File: src/rtl/SerialTxTypes.sv
// SerialTxTypes: shared FSM state, baud counter sizing and FIFO index types for the serial TX path.
package SerialTxTypes;

    typedef enum logic [2:0] {IDLE, START, DATA, PARITY, STOP} SerialTxState;

    // Index types for the default 16-entry FIFO; parameterised instances size their own.
    localparam int DEFAULT_FIFO_DEPTH = 16;
    typedef logic [$clog2(DEFAULT_FIFO_DEPTH)-1:0] TxFifoPtr;
    typedef logic [$clog2(DEFAULT_FIFO_DEPTH):0]   TxFifoCount;

    function automatic int baud_cnt_width(input int cycles_per_bit);
        return $clog2(cycles_per_bit);
    endfunction

endpackage

File: src/rtl/serial_tx_fifo.sv
// serial_tx_fifo: synchronous FIFO; a push while full is accepted when a pop happens in the same cycle.
module serial_tx_fifo #(
    parameter int DEPTH = 16,
    parameter int WIDTH = 8
) (
    input  logic                   clk,
    input  logic                   rstN,
    input  logic                   push,
    input  logic                   pop,
    input  logic [WIDTH-1:0]       wdata,
    output logic [WIDTH-1:0]       rdata,
    output logic                   full,
    output logic                   empty,
    output logic [$clog2(DEPTH):0] count
);
    localparam int PW = $clog2(DEPTH);

    logic [WIDTH-1:0] mem [DEPTH];
    logic [PW-1:0]    wr_ptr, rd_ptr;
    logic             do_push, do_pop;

    assign full    = count == (PW+1)'(DEPTH);
    assign empty   = count == '0;
    assign do_pop  = pop && !empty;
    assign do_push = push && (!full || do_pop);
    assign rdata   = mem[rd_ptr];

    always_ff @(posedge clk or negedge rstN) begin
        if (!rstN) begin
            wr_ptr <= '0;
            rd_ptr <= '0;
            count  <= '0;
        end else begin
            if (do_push) wr_ptr <= wr_ptr + 1'b1;
            if (do_pop) rd_ptr <= rd_ptr + 1'b1;
            if (do_push != do_pop) count <= do_push ? count + 1'b1 : count - 1'b1;
        end
    end

    always_ff @(posedge clk) begin
        if (do_push) mem[wr_ptr] <= wdata;
    end

endmodule

File: src/rtl/serial_output_tx.sv
// serial_output_tx: FIFO-buffered UART transmitter, 8N1 by default.
// Defining SERIAL_TX_PARITY_EN inserts an even-parity bit between data and stop (8E1).
module serial_output_tx
    import SerialTxTypes::*;
#(
    parameter int CLOCK_FREQ = 50_000_000,
    parameter int BAUD_RATE  = 115_200,
    parameter int FIFO_DEPTH = 16,
    parameter int DATA_WIDTH = 8
) (
    input  logic                        clk,
    input  logic                        rstN,
    input  logic                        serialWE,
    input  logic [DATA_WIDTH-1:0]       serialWriteDataIn,
    output logic                        txOut,
    output logic                        txBusy,
    output logic [$clog2(FIFO_DEPTH):0] fifoCount,
    output logic                        overflow
);
    localparam int CPB = CLOCK_FREQ / BAUD_RATE;
    localparam int BW  = baud_cnt_width(CPB);
    localparam int IW  = DATA_WIDTH > 1 ? $clog2(DATA_WIDTH) : 1;

    SerialTxState          state, state_d;
    logic [BW-1:0]         cnt, cnt_d;
    logic [IW-1:0]         idx, idx_d;
    logic [DATA_WIDTH-1:0] shift, shift_d, rdata;
    logic                  tx_d, pop, full, empty, bit_done, last_bit;
`ifdef SERIAL_TX_PARITY_EN
    logic                  par;
`endif

    serial_tx_fifo #(.DEPTH(FIFO_DEPTH), .WIDTH(DATA_WIDTH)) u_fifo (
        .clk(clk), .rstN(rstN), .push(serialWE), .pop(pop), .wdata(serialWriteDataIn),
        .rdata(rdata), .full(full), .empty(empty), .count(fifoCount)
    );

    assign bit_done = cnt == BW'(CPB - 1);
    assign last_bit = idx == IW'(DATA_WIDTH - 1);
    assign txBusy   = state != IDLE || !empty;

    always_comb begin
        state_d = state;
        cnt_d   = (state == IDLE || bit_done) ? '0 : cnt + 1'b1;
        idx_d   = idx;
        shift_d = shift;
        pop     = 1'b0;
        case (state)
            IDLE:  pop = !empty;
            START: if (bit_done) state_d = DATA;
            DATA:  if (bit_done) begin
                shift_d = shift >> 1;
                idx_d   = last_bit ? '0 : idx + 1'b1;
`ifdef SERIAL_TX_PARITY_EN
                if (last_bit) state_d = PARITY;
`else
                if (last_bit) state_d = STOP;
`endif
            end
`ifdef SERIAL_TX_PARITY_EN
            PARITY: if (bit_done) state_d = STOP;
`endif
            STOP:  if (bit_done) begin
                pop     = !empty;
                state_d = IDLE;
            end
            default: state_d = IDLE;
        endcase
        // A pop from IDLE or at the end of STOP starts the next frame straight away.
        if (pop) begin
            state_d = START;
            shift_d = rdata;
            idx_d   = '0;
        end
        tx_d = state == START ? 1'b0 : state == DATA ? shift[0] : 1'b1;
`ifdef SERIAL_TX_PARITY_EN
        if (state == PARITY) tx_d = par;
`endif
    end

    always_ff @(posedge clk or negedge rstN) begin
        if (!rstN) begin
            state    <= IDLE;
            cnt      <= '0;
            idx      <= '0;
            shift    <= '0;
            txOut    <= 1'b1;
            overflow <= 1'b0;
        end else begin
            state    <= state_d;
            cnt      <= cnt_d;
            idx      <= idx_d;
            shift    <= shift_d;
            txOut    <= tx_d;
            overflow <= overflow | (serialWE & full & ~pop);
        end
    end

`ifdef SERIAL_TX_PARITY_EN
    // Parity is latched at load time because the shift register is consumed bit by bit.
    always_ff @(posedge clk or negedge rstN) begin
        if (!rstN) par <= 1'b0;
        else if (pop) par <= ^rdata;
    end
`endif

endmodule

File: config.mk
export PLATFORM = sky130hd
export DESIGN_NAME = serial_output_tx
export DESIGN_NICKNAME = d
export VERILOG_FILES = /design/src/rtl/SerialTxTypes.sv /design/src/rtl/serial_tx_fifo.sv /design/src/rtl/serial_output_tx.sv
export SDC_FILE = /design/constraint.sdc
export NUM_CORES = 1
export LEC_CHECK = 0
export CAP_MARGIN = 20
export CELL_PAD_IN_SITES_DETAIL_PLACEMENT = 0
export CELL_PAD_IN_SITES_GLOBAL_PLACEMENT = 1
export CORE_ASPECT_RATIO = 1.25
export CORE_MARGIN = 8
export CORE_UTILIZATION = 45
export CTS_CLUSTER_SIZE = 25
export DETAILED_ROUTE_END_ITERATION = 8
export PLACE_DENSITY_LB_ADDON = 0.1
export SLEW_MARGIN = 20
export SYNTH_ARGS = -nofsm -noshare
export SYNTH_HDL_FRONTEND = slang
export SYNTH_HIERARCHICAL = 1
export SYNTH_SLANG_ARGS = --single-unit
File: constraint.sdc
create_clock -name clk -period 3.4 [get_ports clk]
set_input_delay 0.34 -clock clk [delete_from_list [all_inputs] [get_ports clk]]
set_output_delay 0.34 -clock clk [all_outputs]
set_load 0.1 [all_outputs]
==> flow_summary_export.csv, run 1 <==
group,metric,value,unit
clocking,cts_buffers,17,
job,cap_violations,0,
grt,grt_pass1_wl,21300,um
pwr,swShare,0.321,
drt,drc_errors,0,
floorplanning,die_y,155,um
clocking,holdBufCountCts,0,
yosys,synth_edf_count,128,
drt,viasPerCell,5.36,
worst_setup_path,start_kind,"flip-flop",
floorplanning,die_area,19700,um^2
grt,grt_overflow,0,
sta,finClkSkew,0.00731,ns
grt,grt_pass1_vias,3822,
pwr,power.density,849,nW/um^2
pwr,p_leak,2.88,nW
clocking,insertion_delay,0.42,ns
pwr,ir_drop,0.000415,V
sta,rsz0062_at_grt,"no",
pwr,clock_power_share,0.298,
clocking,cts_buffer_depth,2,
drt,ant_nets,0,
place,place_inst,634,
yosys,yosysWarnings,6,
pwr,power.switching,2.22,mW
clocking,post_cts_resized,0,
yosys,ys_ff_latch,166,
floorplanning,die_w,127,um
grt,antenna_found_initial,0,
worst_setup_path,reg2reg_depth,12,
status,outcome,"completed",
worst_setup_path,crit_arrival,3.57,ns
yosys,syn_inst,405,
final_layout,area_growth,17.2,%
yosys,synth-main-ff-cell,"edfxtp_1",
place,portBuffers,18,
grt,grt_max_degree,39,
pwr,power,6.92,mW
sta,hold_viol_final,0,
sta,relSlewSlack,0.314,
clocking,cts.sinks,166,
floorplanning,ios,19,
sta,slew_violations,0,
pwr,p_int,4.70,mW
pwr,power.share.sequential,0.418,
worst_setup_path,end_kind,"flip-flop",
place,gp_congestion,0.794,
drt,drtIter0Drc,218,
final_layout,drive_gt1_frac,0.278,
final_layout,final_common_cell,"edfxtp_1",
grt,met3_usage,0.0336,
yosys,synth_seq_area_share,0.689,
clocking,cts_setup_buffers,0,
yosys,ys_types,56,
floorplanning,coreArea,15400,um^2
drt,drt-pass1-iter-count,4,
sta,period_share,0.962,
yosys,synth_nets,429,
final_layout,mostFrequentLayoutCells,"edfxtp_1, mux4_2, dfrtp_1",
drt,detail_route.wl_per_cell,20.2,um
sta,tightest_slew,1.03,ns
yosys,syn_area,6960,um^2
place,dp_hpwl,8970,um
drt,vias,3571,
sta,setup_viol,0,
final_layout,n_antenna_cell,0,
pwr,comb_power_share,0.284,
clocking,cts_tree,"built",
final_layout,instances_no_fill,666,
min_path,hold_class,"in -> async",
final_layout,num-nets-final,465,
grt,gr-usage-met1,0.171,
clocking,clk_pin_slew_worst_paths,0.06,ns
floorplanning,initial_core_util,0.453,
floorplanning,num_rows,51,
sta,min_period,3.27,ns
worst_setup_path,critPathMaxFanout,11,
sta,fmax,0.306,GHz
yosys,async_flop_share,0.229,
worst_setup_path,worst-setup-path-type,"reg -> reg",
grt,grtUsageTotal,0.146,
grt,grt_util_met2,0.259,
yosys,syn_area_per_cell,17.2,um^2
grt,grt-busiest-layer,"met2",
drt,wirelength,13400,um
clocking,cts_root_buf,"clkbuf_16",
clocking,htree_levels,4,
worst_setup_path,crit_required,3.70,ns
path summary, 6_finish.rpt:
| path | start | to | slack (ns) |
|---|---|---|---|
| max | u_fifo/count[2] | u_fifo/count[4] | 0.13 |
| min | rstN | u_fifo/count[4] | 0.04 |
| max reg2reg | u_fifo/count[2] | u_fifo/count[4] | 0.13 |
| min reg2reg | overflow | overflow | 0.47 |
| max in group asynchronous | rstN | u_fifo/count[1] | 2.73 |
| min in group clk | overflow | overflow | 0.47 |
power by group through the flow:
stage	logic [mW]	clock network [mW]	registers, mW
floorplan	1.34	0	2.99
global placement	1.97	0	2.93
detailed placement	1.98	0	2.95
CTS	1.99	2.12	2.91
global route	2.13	2.18	2.96
finish	1.96	2.06	2.90
routing by layer:
metal,up-vias,share of wire,wire [um]
met3,14,0.032,424
li1,1658,-,-
met4,0,0.014,182
met2,60,0.53,7170
met5,-,0,0
met1,1839,0.42,5650
cell families (layout without fill, tap and decap cells):
logic type                 after synthesis  after routing  share of synthesized area
AOI/OAI and AO/OA                       40             40                     0.0460
xor gates and xnor gates                16             16                     0.0201
adders and majority gates               13             13                     0.0245
buffers and inverters                   26             75                     0.0173
DFF                                    166            166                      0.689
muxes                                   49             49                      0.131
and+or+nand+nor                         95             95                     0.0725
critical path: stages, from the launching register on:
cell,delay (ns)
dfrtp_4,0.51
or4_4,0.59
nor2_4,0.17
nor3_4,0.07
o21ai_4,0.09
inv_4,0.08
nand3b_1,0.21
nand2_2,0.21
ha_4,0.25
a21o_1,0.17
a21oi_2,0.20
mux2_4,0.32
a211o_1,0.28
state kept, by name, summed over array words and instances (netlist names):
register,count
cnt,9
idx,3
u_fifo/rd_ptr,4
overflow,1
u_fifo/count,5
txOut,1
state,3
shift,8
u_fifo/mem,128
u_fifo/wr_ptr,4
metrics by stage:
step                utilization  setup TNS (ns)  cell area (um^2)  setup WS (ns)  hold slack [ns]
CTS                       0.530               0              8160          0.129           0.0698
global placement          0.489               0              7520          0.209            0.458
finish                    0.530               0              8160          0.129           0.0395
detailed placement        0.489               0              7520          0.154            0.461
floorplan                     -         -0.0217              7020        -0.0217           0.0444
global route              0.530               0              8160         0.0343            0.101
layout make-up:
class | instances | area, um^2
Clock buffer | 17 | 425
Clock inverter | 15 | 215
Fill cell | 1227 | 7220
Inverter | 8 | 32.5
Multi-Input combinational cell | 213 | 2090
Sequential cell | 166 | 4820
Tap cell | 212 | 265
Timing Repair Buffer | 35 | 313
cells in the mapped netlist, types with 2 or more instances:
cell type	n	area share
edfxtp_1	128	0.55
dfrtp_1	37	0.13
mux4_2	32	0.10
nor2_1	28	0.015
nand2_1	20	0.011
a22oi_1	16	0.017
mux2_2	13	0.021
ha_1	12	0.022
xnor2_1	11	0.014
nor3_1	9	0.0065
clkbuf_1	8	0.0043
nand3_1	8	0.0058
inv_1	7	0.0038
a21oi_1	5	0.0036
xor2_1	5	0.0063
buf_1	4	0.0022
buf_2	4	0.0029
nand2b_1	4	0.0036
nand4_1	4	0.0036
a22o_1	3	0.0038
and2_1	3	0.0027
and3_2	3	0.0032
mux2i_1	3	0.0043
nor2b_1	3	0.0027
a21o_1	2	0.0022
a31o_2	2	0.0025
buf_6	2	0.0032
Power figures use the tool's default switching activity.
==> inputs of run 2 (changes only) <==
--- a/config.mk
+++ b/config.mk
@@ -14,6 +14,7 @@
 export CTS_CLUSTER_SIZE = 25
 export DETAILED_ROUTE_END_ITERATION = 8
 export PLACE_DENSITY_LB_ADDON = 0.1
+export SETUP_SLACK_MARGIN = 0.2
 export SLEW_MARGIN = 20
 export SYNTH_ARGS = -nofsm -noshare
 export SYNTH_HDL_FRONTEND = slang
==> constraint.sdc (replaced) <==
create_clock -name clk -period 3.2 [get_ports clk]
set_input_delay 0.32 -clock clk [delete_from_list [all_inputs] [get_ports clk]]
set_output_delay 0.32 -clock clk [all_outputs]
set_load 0.1 [all_outputs]
==> run 2 against run 1 <==
Effect of this change: combinational power grew 17%; clock skew increased by 0.0031 ns; core utilization increased by 0.56 points; sequential share of layout area fell by 0.62 points; count of clock-buffer cells in the layout rose by 1; largest power group unchanged; design area rose by 1.1%; setup slack better by 0.11 ns; cell count up 2.1%; global-route usage grew 0.75 points.
==> flow_summary_export.csv, run 2 (synthesized netlist as in run 1, its figures left out) <==
group,metric,value,unit
grt,antenna_found_initial,0,
final_layout,n_antenna_cell,0,
worst_setup_path,regToRegStartpoint,"u_fifo/count[1]",
drt,wirelength,14000,um
worst_setup_path,critPathMaxFanout,3,
sta,slew_violations,0,
drt,vias,3683,
final_layout,mostFrequentLayoutCells,"edfxtp_1, buf_4, mux4_2",
drt,wl_met1,5680,um
clocking,htree_levels,4,
final_layout,regMostFlops,"u_fifo/mem",
sta,rsz0062_at_grt,"yes",
worst_setup_path,crit_arrival,3.28,ns
floorplanning,ios,19,
clocking,clk_pin_slew_worst_paths,0.07,ns
floorplanning,coreArea,15400,um^2
place,dp_hpwl,9400,um
place,portBuffers,18,
drt,drt-pass1-iter-count,5,
final_layout,largest_reg_flops,128,
grt,grtUsageTotal,0.154,
pwr,p_int,4.94,mW
sta,min_period,2.97,ns
floorplanning,num_rows,51,
grt,grt_max_degree,39,
sta,period_share,0.927,
clocking,cts_buffers,17,
floorplanning,die_y,155,um
sta,setup_viol,0,
floorplanning,initial_core_util,0.453,
grt,grt_overflow,0,
worst_setup_path,reg2reg_depth,12,
pwr,power.switching,2.44,mW
worst_setup_path,critPathLaunch,"u_fifo/count[1]",
final_layout,num-nets-final,479,
final_layout,final_common_cell,"edfxtp_1",
status,outcome,"completed",
final_layout,top_regs,"u_fifo/mem x128, cnt x9, shift x8",
clocking,insertion_delay,0.42,ns
grt,grt_pass1_vias,3976,
pwr,power.density,896,nW/um^2
grt,grt_pass1_wl,22400,um
clocking,cts_buffer_depth,2,
final_layout,area_growth,18.5,%
drt,wl_met3,399,um
pwr,ir_drop,0.000517,V
drt,ant_nets,0,
drt,drc_errors,0,
final_layout,drive_gt1_frac,0.321,
clocking,cts_root_buf,"clkbuf_16",
pwr,comb_power_share,0.309,
drt,dr_wl_met2,7620,um
drt,viasPerCell,5.42,
sta,tightest_slew,0.972,ns
sta,finClkSkew,0.0104,ns
min_path,hold_class,"in -> async",
job,cap_violations,0,
worst_setup_path,end_kind,"flip-flop",
clocking,cts_tree,"built",
sta,holdWs,0.0226,ns
worst_setup_path,reg2reg_to,"u_fifo/count[4]",
sta,relSlewSlack,0.350,
drt,drtIter0Drc,202,
pwr,p_leak,2.94,nW
floorplanning,die_area,19700,um^2
place,gp_congestion,0.724,
sta,hold_viol_final,0,
clocking,cts.sinks,166,
sta,fmax,0.337,GHz
worst_setup_path,reg2reg_slack,0.23,ns
pwr,power.share.sequential,0.407,
worst_setup_path,start_kind,"flip-flop",
drt,top_layer,"met4",
worst_setup_path,crit_required,3.51,ns
pwr,swShare,0.331,
drt,detail_route.wl_per_cell,20.5,um
pwr,clock_power_share,0.284,
pwr,power,7.39,mW
worst_setup_path,worst-setup-path-type,"reg -> reg",
floorplanning,die_w,127,um
[run 2: cell types whose count changed in the layout (fill, tap and decap cells not counted), sizes merged]
| cell | change |
|---|---|
| buf | +19 |
| clkdlybuf4s50 | -5 |
| bufinv | -2 |
| clkinv | -2 |
| inv | +2 |
| clkbuf | +1 |
| clkinvlp | +1 |
[run 2: worst max-delay path by stage]
stage                      endpoint  slack [ns]  depth (start not counted)
floorplan           u_fifo/count[4]       -0.22                         12
global placement    u_fifo/count[4]        0.06                         14
detailed placement  u_fifo/count[4]        0.03                         14
CTS                 u_fifo/count[4]        0.19                         12
global route        u_fifo/count[4]        0.09                         13
finish              u_fifo/count[4]        0.23                         12
[run 2: layer usage]
metal	track usage	up-vias
met1	0.174	1911
met3	0.0339	22
met4	0.0681	0
li1	-	1681
met2	0.272	69
met5	0	-
[run 2: per-stage QoR]
step	utilization	area (um^2)	setup WS [ns]	TNS, ns	std cells
final	0.536	8240	0.235	0	680
after global routing	0.536	8240	0.0926	0	680
after CTS	0.535	8230	0.190	0	680
after detailed placement	0.491	7550	0.0261	0	640
after global placement	0.491	7550	0.0605	0	640
after floorplan	-	7030	-0.222	-0.222	405
[run 2: power groups by stage]
| stage | Clock (mW) | Combinational, mW | Sequential, mW |
|---|---|---|---|
| CTS | 2.15 | 2.32 | 3.01 |
| global route | 2.22 | 2.49 | 3.06 |
| detailed placement | 0 | 2.25 | 3.06 |
| floorplan | 0 | 1.43 | 3.18 |
| global placement | 0 | 2.22 | 3.04 |
| finish | 2.10 | 2.29 | 3.01 |
[run 2: area by class of cell]
type,count,area [um^2]
Timing Repair Buffer,49,405
Inverter,8,32.5
Tap cell,212,265
Sequential cell,166,4820
Clock inverter,14,181
Multi-Input combinational cell,213,2110
Clock buffer,18,429
Fill cell,1281,7130
[run 2: repair_timing]
action	4_1_cts	5_1_grt
resized for setup	3	4
pin swaps	8	2
hold buffers	0	0
endpoints found under the setup margin	1	33
buffers inserted	8	0
[run 2: worst max-delay path: stages (launching register included)]
cell and delay [ns]:
dfrtp_4 0.47, or4_4 0.57, nor2_4 0.14, nor3_4 0.06
o21ai_4 0.09, inv_4 0.04, nand3b_1 0.20, nand2_2 0.14
ha_4 0.21, a21o_1 0.20, a21oi_4 0.18, mux2_4 0.32
a211o_1 0.25
